**config.mk**
```make
export PLATFORM = sky130hd
export DESIGN_NAME = pcie_tlp_tx_drain
export DESIGN_NICKNAME = d
export VERILOG_FILES = /design/src/rtl/pcie_tlp_tx_drain.sv
export SDC_FILE = /design/constraint.sdc
export NUM_CORES = 1
export LEC_CHECK = 0
export BUFFER_PORTS_ARGS = -buffer_cell sky130_fd_sc_hd__buf_2
export CORE_MARGIN = 8
export CORE_UTILIZATION = 51
export DETAILED_ROUTE_END_ITERATION = 7
export PLACE_DENSITY_LB_ADDON = 0.2
export SLEW_MARGIN = 15
export SYNTH_ARGS = -nofsm -noshare
export SYNTH_HDL_FRONTEND = slang
export SYNTH_SLANG_ARGS = --single-unit
```
**constraint.sdc**
```tcl
create_clock -name pcie_clk -period 8.7 [get_ports pcie_clk]
set_clock_uncertainty 0.15 [all_clocks]
set_input_delay 2.175 -clock pcie_clk [delete_from_list [all_inputs] [get_ports pcie_clk]]
set_output_delay 2.175 -clock pcie_clk [all_outputs]
set_load 0.01 [all_outputs]
```
**src/rtl/pcie_tlp_tx_drain.sv**
```systemverilog
// Store-and-forward drain of complete TLPs from the decap FIFO onto the PCIe core's 64-bit AXIS TX port.
// Optional statistics counters are enabled with `define TLP_TX_STATS_EN.
package pcie_tlp_tx_pkg;
  typedef struct packed {
    logic        tvalid;
    logic        tlast;
    logic [7:0]  tkeep;
    logic [63:0] tdata;
    logic [3:0]  tuser;
  } tlp_axis_t;

  typedef struct packed {
    logic      data_valid;
    tlp_axis_t tlp;
  } PCIE_FIFO64_TX;
endpackage

module pcie_tlp_tx_drain
  import pcie_tlp_tx_pkg::*;
#(
  parameter int PKT_CNT_W = 6,
  parameter int MAX_BEATS = 80
) (
  input  logic          pcie_clk,
  input  logic          pcie_rst,
  input  logic          pkt_req,
  output logic          fifo_rd_en,
  input  PCIE_FIFO64_TX fifo_dout,
  input  logic          fifo_empty,
  output logic          s_axis_tx_tvalid,
  input  logic          s_axis_tx_tready,
  output logic          s_axis_tx_tlast,
  output logic [7:0]    s_axis_tx_tkeep,
  output logic [63:0]   s_axis_tx_tdata,
  output logic [3:0]    s_axis_tx_tuser
`ifdef TLP_TX_STATS_EN
  ,
  output logic [31:0]   stat_pkts,
  output logic [31:0]   stat_dsc,
  output logic [31:0]   stat_bubbles
`endif
);

  typedef enum logic [1:0] {IDLE, XFER, FLUSH} state_t;

  state_t               state;
  logic [PKT_CNT_W-1:0] pkt_cnt;
  logic [7:0]           beat_cnt;

  logic can_load;
  logic head_ok;
  logic head_bubble;
  logic start_ok;
  logic active;
  logic flush_pop;
  logic idle_bubble;
  logic is_beat;
  logic is_trunc;
  logic at_limit;
  logic forced;
  logic load_beat;
  logic load_last;
  logic unused_tuser;

  assign unused_tuser = ^fifo_dout.tlp.tuser;

  assign can_load    = !s_axis_tx_tvalid || s_axis_tx_tready;
  assign head_ok     = !fifo_empty;
  assign head_bubble = head_ok && !fifo_dout.data_valid;
  assign start_ok    = (state == IDLE) && head_ok && fifo_dout.data_valid &&
                       (pkt_cnt != '0) && can_load;
  // "active" means the head entry is consumed as part of the current packet this cycle
  assign active      = start_ok || ((state == XFER) && head_ok && can_load);
  assign flush_pop   = (state == FLUSH) && head_ok;
  assign idle_bubble = (state == IDLE) && head_bubble;

  assign is_beat   = fifo_dout.data_valid && fifo_dout.tlp.tvalid;
  assign is_trunc  = fifo_dout.data_valid && !fifo_dout.tlp.tvalid && fifo_dout.tlp.tlast;
  assign at_limit  = (beat_cnt == 8'(MAX_BEATS - 1));
  assign forced    = is_beat && at_limit && !fifo_dout.tlp.tlast;
  assign load_beat = active && (is_beat || is_trunc);
  assign load_last = active && (is_trunc || (is_beat && (fifo_dout.tlp.tlast || at_limit)));

  assign fifo_rd_en = !pcie_rst && (idle_bubble || active || flush_pop);

  always_ff @(posedge pcie_clk) begin
    if (pcie_rst) begin
      state            <= IDLE;
      pkt_cnt          <= '0;
      beat_cnt         <= '0;
      s_axis_tx_tvalid <= 1'b0;
      s_axis_tx_tlast  <= 1'b0;
      s_axis_tx_tkeep  <= '0;
      s_axis_tx_tdata  <= '0;
      s_axis_tx_tuser  <= '0;
    end else begin
      case ({pkt_req, load_last})
        2'b10:   if (pkt_cnt != '1) pkt_cnt <= pkt_cnt + 1'b1;
        2'b01:   if (pkt_cnt != '0) pkt_cnt <= pkt_cnt - 1'b1;
        default: pkt_cnt <= pkt_cnt;
      endcase

      if (can_load) begin
        s_axis_tx_tvalid <= load_beat;
        if (load_beat) begin
          s_axis_tx_tdata <= is_trunc ? 64'h0 : fifo_dout.tlp.tdata;
          s_axis_tx_tkeep <= is_trunc ? 8'hFF : fifo_dout.tlp.tkeep;
          s_axis_tx_tlast <= load_last;
          s_axis_tx_tuser <= (is_trunc || forced) ? 4'h8 : 4'h0;
        end
      end

      if (active && fifo_dout.data_valid) begin
        if (is_trunc || (is_beat && fifo_dout.tlp.tlast)) begin
          state    <= IDLE;
          beat_cnt <= '0;
        end else if (forced) begin
          state    <= FLUSH;
          beat_cnt <= '0;
        end else begin
          state <= XFER;
          if (is_beat) beat_cnt <= beat_cnt + 1'b1;
        end
      end else if (flush_pop && fifo_dout.data_valid && fifo_dout.tlp.tlast) begin
        state <= IDLE;
      end
    end
  end

`ifdef TLP_TX_STATS_EN
  always_ff @(posedge pcie_clk) begin
    if (pcie_rst) begin
      stat_pkts    <= '0;
      stat_dsc     <= '0;
      stat_bubbles <= '0;
    end else begin
      if (s_axis_tx_tvalid && s_axis_tx_tready) begin
        if (s_axis_tx_tlast)    stat_pkts <= stat_pkts + 1'b1;
        if (s_axis_tx_tuser[3]) stat_dsc  <= stat_dsc + 1'b1;
      end
      if (fifo_rd_en && head_bubble) stat_bubbles <= stat_bubbles + 1'b1;
    end
  end
`endif

endmodule

```
* Word level (Yosys, flattened, before mapping)
Index checks and enable logic that the tools add are counted.
** Storage, ports and cells
- Register bits after elaboration :: 94
- Output and inout port bits :: 79
** Cells by class
- Add/subtract/negate cells :: 3
- Equality and inequality tests :: 8
- Multiplexer cells :: 13
- Reductions and logical operators :: 45
** Operators with widths (number)
- $mux W64 :: 1
- $mux W8 :: 4
- $logic_and A1 B1 Y1 :: 22
- $mux W6 :: 2
- $pmux W6 S2 :: 1
- $logic_or A1 B1 Y1 :: 9
- $add A8 B1 Y8 const B :: 1
- $eq A8 B7 Y1 const B :: 1
- $mux W2 :: 4
- $add A6 B1 Y6 const B :: 1
- $logic_not A1 Y1 :: 6
- $ne A6 B6 Y1 const B :: 1
- $reduce_bool A6 Y1 :: 1
- $sub A6 B1 Y6 const B :: 1
- $eq A2 B1 Y1 const B :: 2
- $eq A2 B2 Y1 const B :: 2
- $mux W4 :: 1
- $ne A2 B2 Y1 const B :: 2
- $reduce_and A2 Y1 :: 2
- $reduce_bool A2 Y1 :: 2
- $reduce_and A3 Y1 :: 1
- $reduce_bool A3 Y1 :: 1
- $logic_not A2 Y1 :: 1

* Logic depth before layout (Yosys ltp)
Gate-level depths: netlist of run 1.
- Word-level depth :: 10
- Gate-level depth with buffers :: 12
- Gate-level depth less buffers :: 12

* Least setup slack after synthesis of run 1
Ideal clock, no wire load.
- Path kind :: input to output
- Start point :: input port fifo_dout[78] (netlist name)
- End point :: output port fifo_rd_en
- Arrival :: 2.997 ns
- Required time :: 6.375 ns
- Setup slack :: 3.378 ns
- Stages on the path :: 4
- Path buffers :: 1
- Cells stage by stage :: buf_2 -> nor4b_4 -> o211ai_1 -> a31oi_1
** Between the ends
- Longest elaborated chain between the ends :: 7
- Elaborated cells between the ends (all ways) :: 10
- Classes of those cells :: reduce/logical: 10
** Ends and longest elaborated chain
- start: declaration :: line 28 : input PCIE_FIFO64_TX fifo_dout,
- $logic_and A1 B1 Y1 (2 in a row) :: line 70 : assign start_ok = (state == IDLE) && head_ok && fifo_dout.data_valid &&
- $logic_and A1 B1 Y1 :: line 71 : (pkt_cnt != '0) && can_load;
- $logic_or A1 B1 Y1 :: line 73 : assign active = start_ok || ((state == XFER) && head_ok && can_load);
- $logic_or A1 B1 Y1 * (2 in a row) :: line 84 : assign fifo_rd_en = !pcie_rst && (idle_bubble || active || flush_pop);
- $logic_and A1 B1 Y1 * :: line 84
- end: declaration :: line 27 : output logic fifo_rd_en,
Mark *: on every way between the ends. The rest lies on a longest branch, timed or not.

* Worst setup path in the final report of run 1
Ends and elaborated chain as after synthesis.

==> impl_metrics.py, run 1 <==
metrics = {
    "route": {
        "firstDrtPassIters": 4,
        "routed_wl_um": 10600,
        "dr.first_iter.drc_count": 148,
        "vias": 3706,
        "vias_per_cell": 5.29,
        "wl_per_cell_um": 15.1,
        "drtAntennaViolNets": 0,
        "drc_errors": 0,
    },
    "critical_path": {
        "r2r_start": "pkt_cnt[0]$_SDFFE_PP0P_",
        "cpPeakStageDelay_ps": 290,
        "crit_top_cell": "buf_2",
        "required_ps": 6380,
        "reg2reg_slack_ps": 5250,
        "critPathLaunch": "fifo_dout[78]",
        "critPathKind": "input port to primary output",
        "crit_fanout": 11,
        "slowest_stage": "nor4b_4",
        "cp-start-kind": "input port",
        "r2r_end": "pkt_cnt[5]$_SDFFE_PP0P_",
        "r2r_cells": 11,
        "cp_cell_sequence": "buf_2 -> nor4b_4 -> o211ai_1 -> a31oi_1 -> buf_2",
        "crit_path_end_kind": "primary output",
        "worstPathArrival_ps": 3210,
        "crit_end": "fifo_rd_en",
    },
    "logic_synthesis": {
        "synth_fa_ha_area_frac": 0.0215,
        "ys.flop_type": "dfxtp_1",
        "avgSynthCellArea_um2": 8.25,
        "synth_compound_area_frac": 0.154,
        "ys_seq_area_frac": 0.475,
        "synth_edf_count": 0,
        "synth_top_family_by_area": "simple AND/OR/NAND/NOR gates",
        "yosys.area.top_type": "dfxtp_1",
        "synth.area.mux_share": 0.0232,
        "synth_xor_area_frac": 0.00685,
        "yosys.area_share.simple": 0.262,
        "ys_async_sr_fraction": 0,
        "synth_area_um2": 3830,
        "yosys_warnings": 0,
        "synth_top_area_frac": 0.475,
        "synthCells": 465,
        "netlist_top_cells_area": "dfxtp_1 (48%), a21oi_1 (9.3%), nand3_1 (9.0%)",
        "synth-seq-cells": 91,
        "synth.distinct_cells": 49,
    },
    "cells_and_area": {
        "final_cell_mix": "buf_2 (155), dfxtp_1 (91), a21oi_1 (71)",
        "post-route-cell-area_um2": 4740,
        "nNetsFinal": 687,
        "n_antenna_cell": 0,
        "mostFrequentLayoutCell": "buf_2",
        "fill_cells": 635,
        "final_layout_size_suffix_gt1_frac": 0.318,
        "synthToLayoutAreaGrowth_pct": 23.7,
    },
    "min_path": {
        "min_from": "s_axis_tx_tdata[45]$_SDFFE_PP0P_",
        "min_path_type": "register to register",
    },
    "timing": {
        "worstMarginPinSlew_ps": 1180,
        "fmax_mhz": 181,
        "setup_viol": 0,
        "rsz0062_at_grt": "false",
        "slew_headroom": 0.213,
        "finalHoldViolations": 0,
        "layout_min_cycle_time_ps": 5530,
        "tns_ps": 0,
        "holdWs_ps": 300,
        "slew_violations": 0,
        "final.period_utilization": 0.636,
    },
    "die": {
        "coreArea_um2": 7250,
        "initial_core_util": 0.529,
        "io_pins": 163,
        "fp-row-count": 31,
        "die_h_um": 103,
        "fp.dieW_um": 103,
        "die_area_um2": 10600,
    },
    "cts": {
        "cts_setup_buffers": 0,
        "cts_sinks": 91,
        "clkTransAtPathRegs_ps": 80,
        "clock_latency_ps": 340,
        "cts_buffers": 9,
        "cts_hold_buf": 0,
        "cts_resized": 0,
        "clock_path_buffers": 2,
        "cts-root-buf": "clkbuf_8",
        "cts_max_level": 3,
        "cts_tree": "yes",
    },
    "placed_design": {
        "numPortBuffers": 155,
        "hpwl_um": 7450,
        "placed_cell_area_um2": 4580,
        "place.gp.congestion": 0.810,
    },
    "power": {
        "ir_drop_uv": 87.8,
        "power.leakage_nw": 2.03,
        "p_int_mw": 0.568,
        "p_sw_mw": 0.202,
        "seqPwrFrac": 0.564,
        "powerDensity_nw_per_um2": 162,
        "combPwrFrac": 0.114,
        "clock_power_share": 0.322,
        "switching_share": 0.262,
    },
    "global_routing": {
        "grt_max_degree": 92,
        "grtUsageTotal": 0.189,
        "grt_antenna_before_repair": 0,
        "grt-ovfl-total": 0,
        "grt_pass1_vias": 3534,
        "grt_pass1_wl_um": 16300,
    },
    "run_status": {
        "outcome": "completed",
    },
    "run": {
        "drv_cap": 0,
    },
}
synthesized netlist by cell type, drive strengths merged (2+ instances only):
library cell	number
or2	5
nor2b	6
dfxtp	91
ha	5
a211oi	3
o211a	2
o21ai	5
and2	2
o211ai	2
nand3	69
inv	5
clkbuf	13
nor2	25
mux2	7
a21oi	71
or3	3
a21o	2
nand2b	2
nand4	2
and3	2
o21a	3
xnor2	3
o2111ai	2
nand2	68
nor3	23
o31ai	2
buf	26
kinds of logic (layout without fill, tap and decap cells):
logic type | Yosys count | after routing
AOI/OAI and AO/OA | 100 | 100
xor gates and xnor gates | 3 | 3
adders and majority gates | 6 | 6
buffers and inverters | 44 | 178
DFF | 91 | 91
muxes | 8 | 8
other | 1 | 3
and+or+nand+nor | 212 | 212
power groups by stage:
stage               Sequential (mW)  Clock (mW)  Combinational (mW)
floorplan                     0.448           0              0.0482
global placement              0.443           0              0.0864
detailed placement            0.444           0              0.0886
CTS                           0.434       0.257              0.0888
global route                  0.435       0.272              0.0976
finish                        0.434       0.248              0.0878
per-layer routing:
metal | routed length, um | global-route usage
met1 | 4300 | 0.220
met2 | 5130 | 0.324
met3 | 1070 | 0.0614
met4 | 105 | 0.0553
met5 | 0 | 0
flip-flops by register name (all words and copies together), names as in the netlist:
signal            count
beat_cnt              8
s_axis_tx_tkeep       8
s_axis_tx_tdata      64
state                 2
s_axis_tx_tlast       1
s_axis_tx_tvalid      1
s_axis_tx_tuser       1
pkt_cnt               6
how the worst min path moves through the flow:
stage	end	slack, ps	cells past startpoint
after global routing	s_axis_tx_tdata[39]$_SDFFE_PP0P_	320	2
after detailed placement	s_axis_tx_tdata[35]$_SDFFE_PP0P_	290	2
final	s_axis_tx_tdata[45]$_SDFFE_PP0P_	300	2
after global placement	s_axis_tx_tdata[63]$_SDFFE_PP0P_	280	2
after floorplan	beat_cnt[7]$_SDFFE_PP0P_	300	2
after CTS	s_axis_tx_tdata[35]$_SDFFE_PP0P_	300	2
critical path, delay by kind of cell:
| family | cells | cell delay [ps] |
|---|---|---|
| AO/OA/AOI/OAI | 2 | 380 |
| buffers and inverters | 2 | 360 |
| AND/OR/NAND/NOR | 1 | 290 |
final cells by class:
class,count,area (um2),share of cell area
inverters,5,18.8,0.00396
clock inverters,5,38.8,0.00818
well taps,99,124,0.0261
flip-flops and latches,91,1820,0.384
multi-input cells,332,1810,0.382
repair buffers,158,798,0.168
clock buffers,10,128,0.0269
stage by stage:
stage               std cells  worst slack [ps]  power [mW]   util
floorplan                 467              3380       0.496      -
global placement          685              3200       0.529  0.631
detailed placement        685              3160       0.532  0.631
CTS                       700              3160       0.779  0.654
global route              700              3070       0.805  0.654
finish                    700              3170       0.769  0.654
Note: power is estimated with default switching activity, not from simulation.
==> inputs of run 2 (changes only) <==
Settings changed: CORE_UTILIZATION 51 to 43.
Clock period 8.7 ns to 5 ns, I/O delays scaled along.
==> run 2 against run 1 <==
  * Wire length is 3.2% higher
  * Sequential share of layout area decreased by 0.50 points
  * Core utilization fell by 10 points
  * Worst hold slack improved by 2.9 ps
  * Critical path type is now input port to register
  * Critical endpoint is now pkt_cnt[5]$_SDFFE_PP0P_
==> impl_metrics.py, run 2 (synthesis results as in run 1) <==
metrics = {
    "placed_design": {
        "placed_cell_area_um2": 4610,
        "dp_cells": 696,
        "numPortBuffers": 155,
        "place.gp.congestion": 0.774,
        "hpwl_um": 7750,
    },
    "global_routing": {
        "grt_pass1_vias": 3573,
        "grt_pass1_wl_um": 17800,
        "grt_max_degree": 92,
        "grtUsageTotal": 0.171,
        "grt-ovfl-total": 0,
        "grt_antenna_before_repair": 0,
    },
    "timing": {
        "slew_violations": 0,
        "tns_ps": 0,
        "slew_headroom": 0.368,
        "final.period_utilization": 0.799,
        "finalHoldViolations": 0,
        "rsz0062_at_grt": "false",
        "layout_min_cycle_time_ps": 4000,
        "setup_viol": 0,
        "holdWs_ps": 303,
        "worstMarginPinSlew_ps": 948,
        "fmax_mhz": 250,
    },
    "cts": {
        "cts_sinks": 91,
        "clock_path_buffers": 2,
        "cts_setup_buffers": 0,
        "cts_resized": 0,
        "cts_hold_buf": 0,
        "cts_max_level": 3,
        "clock_latency_ps": 350,
        "cts_tree": "yes",
        "clkTransAtPathRegs_ps": 100,
        "cts-root-buf": "clkbuf_8",
        "cts_buffers": 9,
    },
    "die": {
        "io_pins": 163,
        "fp.dieW_um": 110,
        "die_area_um2": 12200,
        "die_h_um": 110,
        "fp-row-count": 34,
        "initial_core_util": 0.442,
        "coreArea_um2": 8680,
    },
    "cells_and_area": {
        "n_antenna_cell": 0,
        "post-route-cell-area_um2": 4800,
        "final_cell_mix": "buf_2 (155), dfxtp_1 (91), a21oi_1 (71)",
        "final_layout_size_suffix_gt1_frac": 0.320,
        "finalNonFillerCells": 711,
        "reg_top3": "s_axis_tx_tdata: 64 flops, beat_cnt: 8 flops, s_axis_tx_tkeep: 8 flops",
        "mostFrequentLayoutCell": "buf_2",
        "top_register": "s_axis_tx_tdata",
        "synthToLayoutAreaGrowth_pct": 25.3,
        "nNetsFinal": 689,
        "largest_register_ffs": 64,
    },
    "power": {
        "power.leakage_nw": 2.05,
        "ir_drop_uv": 136,
        "powerDensity_nw_per_um2": 292,
        "total_power_mw": 1.40,
    },
    "critical_path": {
        "slowest_stage": "mux2_2",
        "crit_fanout": 11,
        "worstPathArrival_ps": 4090,
        "required_ps": 5090,
        "cp-start-kind": "input port",
        "crit_top_cell": "or2_2",
        "cp_cell_sequence": "buf_2 -> nor4b_4 -> o211ai_1 -> a21o_2 -> or2_2 -> inv_1 -> ha_1 -> o21ai_0 -> o21a_1 -> or2_2 -> a22oi_1 -> mux2_2",
        "cpPeakStageDelay_ps": 350,
        "critPathLaunch": "fifo_dout[78]",
        "crit_path_end_kind": "register",
        "critPathKind": "input port to register",
        "r2r_start": "pkt_cnt[0]$_SDFFE_PP0P_",
    },
    "route": {
        "drtAntennaViolNets": 0,
        "wl_per_cell_um": 15.4,
        "routed_wl_um": 10900,
        "vias": 3683,
        "vias_per_cell": 5.18,
        "dr.first_iter.drc_count": 206,
        "drc_errors": 0,
        "firstDrtPassIters": 4,
    },
    "min_path": {
        "min_path_type": "register to register",
        "min_from": "s_axis_tx_tdata[31]$_SDFFE_PP0P_",
    },
    "run_status": {
        "outcome": "completed",
    },
    "run": {
        "drv_cap": 0,
    },
}
==> run 2: cell count changes in the layout (fill, tap and decap cells not counted), sizes merged <==
| cell | before | now |
|---|---|---|
| clkinvlp | 1 | 2 |
| bufinv | 0 | 1 |
| buf | 158 | 160 |
| inv | 6 | 7 |
| clkinv | 3 | 0 |
==> run 2: final cells by class <==
cell class	instances	area, um2
fillers	838	3870
flip-flops and latches	91	1820
multi-input cells	332	1810
repair buffers	160	826
well taps	108	135
clock buffers	10	128
clock inverters	5	62.6
inverters	5	18.8
==> run 2: path summary, 6_finish.rpt <==
path	endpoint	slack, ps	depth (start not counted)
setup / recovery	pkt_cnt[5]$_SDFFE_PP0P_	1000	12
hold / removal	s_axis_tx_tdata[31]$_SDFFE_PP0P_	300	2
setup reg to reg	pkt_cnt[5]$_SDFFE_PP0P_	1500	11
hold reg to reg	s_axis_tx_tdata[31]$_SDFFE_PP0P_	300	2
==> run 2: power by group <==
part           total [mW]  switching [mW]  internal, mW  leakage [nW]
registers           0.755          0.0117         0.744         0.735
logic               0.155          0.0904        0.0647          1.22
clock network       0.492           0.260         0.232        0.0894
==> run 2: worst max-delay path: cells and delay by family <==
family | cells | cell delay, ps
AO/OA/AOI/OAI | 5 | 1040
multiplexers | 1 | 350
AND/OR/NAND/NOR | 3 | 880
adder cells (fa/ha/maj) | 1 | 230
buffers and inverters | 2 | 340
==> run 2: metrics by stage <==
| stage | setup WS [ps] | utilization |
|---|---|---|
| final | 1000 | 0.554 |
| after global routing | 844 | 0.554 |
| after CTS | 1070 | 0.554 |
| after detailed placement | 705 | 0.532 |
| after global placement | 776 | 0.532 |
| after floorplan | 989 | - |
==> run 2: routing by layer <==
metal  wire length (um)  GRT usage
met2               5140      0.280
met3                936     0.0644
met1               4750      0.205
met4                114     0.0486
met5                  0          0
==> inputs of run 3 (changes only) <==
Clock period 5 ns to 3.47 ns, I/O delays scaled along.
==> run 3 against run 2 <==
  * Sequential share of layout area shrank 1.5 points
  * Global-route usage grew 0.23 points
  * Final cell count grew 2.1%
  * Clock-buffer cell count shrank 1
  * Combinational power grew 52%
  * Cell area grew 4.2%
  * Wire length is essentially flat
  * Register-to-register slack lost 1200 ps
  * Via count grew 1.8%
  * Core utilization grew 2.3 points
  * Critical path depth is the same
  * Total power grew 55%
  * Critical path type unchanged
==> impl_metrics.py, run 3 (synthesis results as in run 1) <==
metrics = {
    "critical_path": {
        "worstPathArrival_ps": 3250,
        "crit_fanout": 4,
        "required_ps": 3550,
        "cp-start-kind": "input port",
        "cpPeakStageDelay_ps": 360,
        "critPathKind": "input port to register",
        "crit_path_end_kind": "register",
        "slowest_stage": "mux2_2",
        "cp_cell_sequence": "buf_2 -> nor4b_4 -> o211ai_1 -> a21o_2 -> or2_4 -> inv_4 -> ha_1 -> a211oi_1 -> o21a_1 -> nor3_1 -> a22oi_1 -> mux2_2",
    },
    "cells_and_area": {
        "finalNonFillerCells": 726,
        "mostFrequentLayoutCell": "buf_2",
        "n_antenna_cell": 0,
        "nNetsFinal": 704,
        "top_register": "s_axis_tx_tdata",
        "largest_register_ffs": 64,
        "fill_cells": 807,
        "synthToLayoutAreaGrowth_pct": 30.5,
        "postLayoutCoreUtil": 0.577,
        "final_layout_size_suffix_gt1_frac": 0.343,
        "reg_top3": "s_axis_tx_tdata: 64 flops, beat_cnt: 8 flops, s_axis_tx_tkeep: 8 flops",
        "final_cell_mix": "buf_2 (155), dfxtp_1 (91), a21oi_1 (71)",
    },
    "die": {
        "die_h_um": 110,
        "fp.dieW_um": 110,
        "die_area_um2": 12200,
        "initial_core_util": 0.442,
        "coreArea_um2": 8680,
        "io_pins": 163,
        "fp-row-count": 34,
    },
    "route": {
        "vias": 3748,
        "drc_errors": 0,
        "wl_per_cell_um": 15.1,
        "routed_wl_um": 10900,
        "firstDrtPassIters": 4,
        "vias_per_cell": 5.16,
        "drtAntennaViolNets": 0,
        "dr.first_iter.drc_count": 288,
    },
    "cts": {
        "clkTransAtPathRegs_ps": 90,
        "cts-root-buf": "clkbuf_8",
        "clock_path_buffers": 2,
        "cts_buffers": 9,
        "cts_hold_buf": 0,
        "cts_sinks": 91,
        "cts_resized": 0,
        "cts_max_level": 3,
        "cts_tree": "yes",
        "clock_latency_ps": 330,
        "cts_setup_buffers": 0,
    },
    "power": {
        "power.leakage_nw": 2.15,
        "ir_drop_uv": 201,
        "powerDensity_nw_per_um2": 434,
    },
    "timing": {
        "slew_violations": 0,
        "setup_viol": 0,
        "slew_headroom": 0.470,
        "final.period_utilization": 0.913,
        "fmax_mhz": 316,
        "worstMarginPinSlew_ps": 795,
        "rsz0062_at_grt": "false",
        "finalHoldViolations": 0,
        "layout_min_cycle_time_ps": 3170,
    },
    "run_status": {
        "outcome": "completed",
    },
    "global_routing": {
        "grt-ovfl-total": 0,
        "grt_pass1_vias": 3726,
        "grtUsageTotal": 0.174,
        "grt_max_degree": 53,
        "grt_antenna_before_repair": 0,
        "grt_pass1_wl_um": 18400,
    },
    "placed_design": {
        "dp_cells": 711,
        "place.gp.congestion": 0.833,
        "hpwl_um": 7990,
        "numPortBuffers": 155,
    },
    "run": {
        "drv_cap": 0,
    },
    "min_path": {
        "min_path_type": "register to register",
    },
}
[run 3: layer usage]
layer	vias to the layer above	track usage	share of wire
li1	1904	-	-
met1	1709	0.219	0.46
met2	120	0.275	0.45
met3	15	0.0547	0.074
met4	0	0.0550	0.017
met5	-	0	0
[run 3: power by group]
group | switching (mW) | internal (mW) | leakage [nW]
Clock | 0.371 | 0.478 | 0.120
Sequential | 0.0171 | 1.07 | 0.735
Combinational | 0.133 | 0.103 | 1.30
[run 3: critical path, delay by kind of cell]
kind	cells	cell delay [ps]
muxes	1	360
and+or+nand+nor	3	520
AOI/OAI and AO/OA	5	1050
adders and majority gates	1	240
buffers and inverters	2	210
[run 3: path summary, 6_finish.rpt]
| kind | start | endpoint | slack (ps) | depth (start not counted) |
|---|---|---|---|---|
| max reg2reg | pkt_cnt[0]$_SDFFE_PP0P_ | pkt_cnt[5]$_SDFFE_PP0P_ | 330 | 11 |
| max | fifo_empty | pkt_cnt[5]$_SDFFE_PP0P_ | 300 | 12 |
| min | s_axis_tx_tdata[2]$_SDFFE_PP0P_ | s_axis_tx_tdata[2]$_SDFFE_PP0P_ | 300 | 2 |
| min reg2reg | s_axis_tx_tdata[2]$_SDFFE_PP0P_ | s_axis_tx_tdata[2]$_SDFFE_PP0P_ | 300 | 2 |
[run 3: cell type report]
cell class	count	area, um2	area share
Clock inverter	6	113	0.0225
Clock buffer	9	124	0.0247
Timing Repair Buffer	175	951	0.190
Multi-Input combinational cell	332	1840	0.368
Tap cell	108	135	0.0270
Inverter	5	21.3	0.00425
Sequential cell	91	1820	0.364
[run 3: metrics by stage]
step | hold WS [ps] | instance area, um2 | worst slack [ps] | setup TNS [ps] | power (mW)
finish | 302 | 5010 | 302 | 0 | 2.17
global route | 325 | 5010 | 135 | 0 | 2.28
CTS | 303 | 5010 | 309 | 0 | 2.20
detailed placement | 291 | 4770 | -55.1 | -55.1 | 1.35
global placement | 285 | 4770 | 1.58 | 0 | 1.34
floorplan | 304 | 3870 | 2.64 | 0 | 1.24
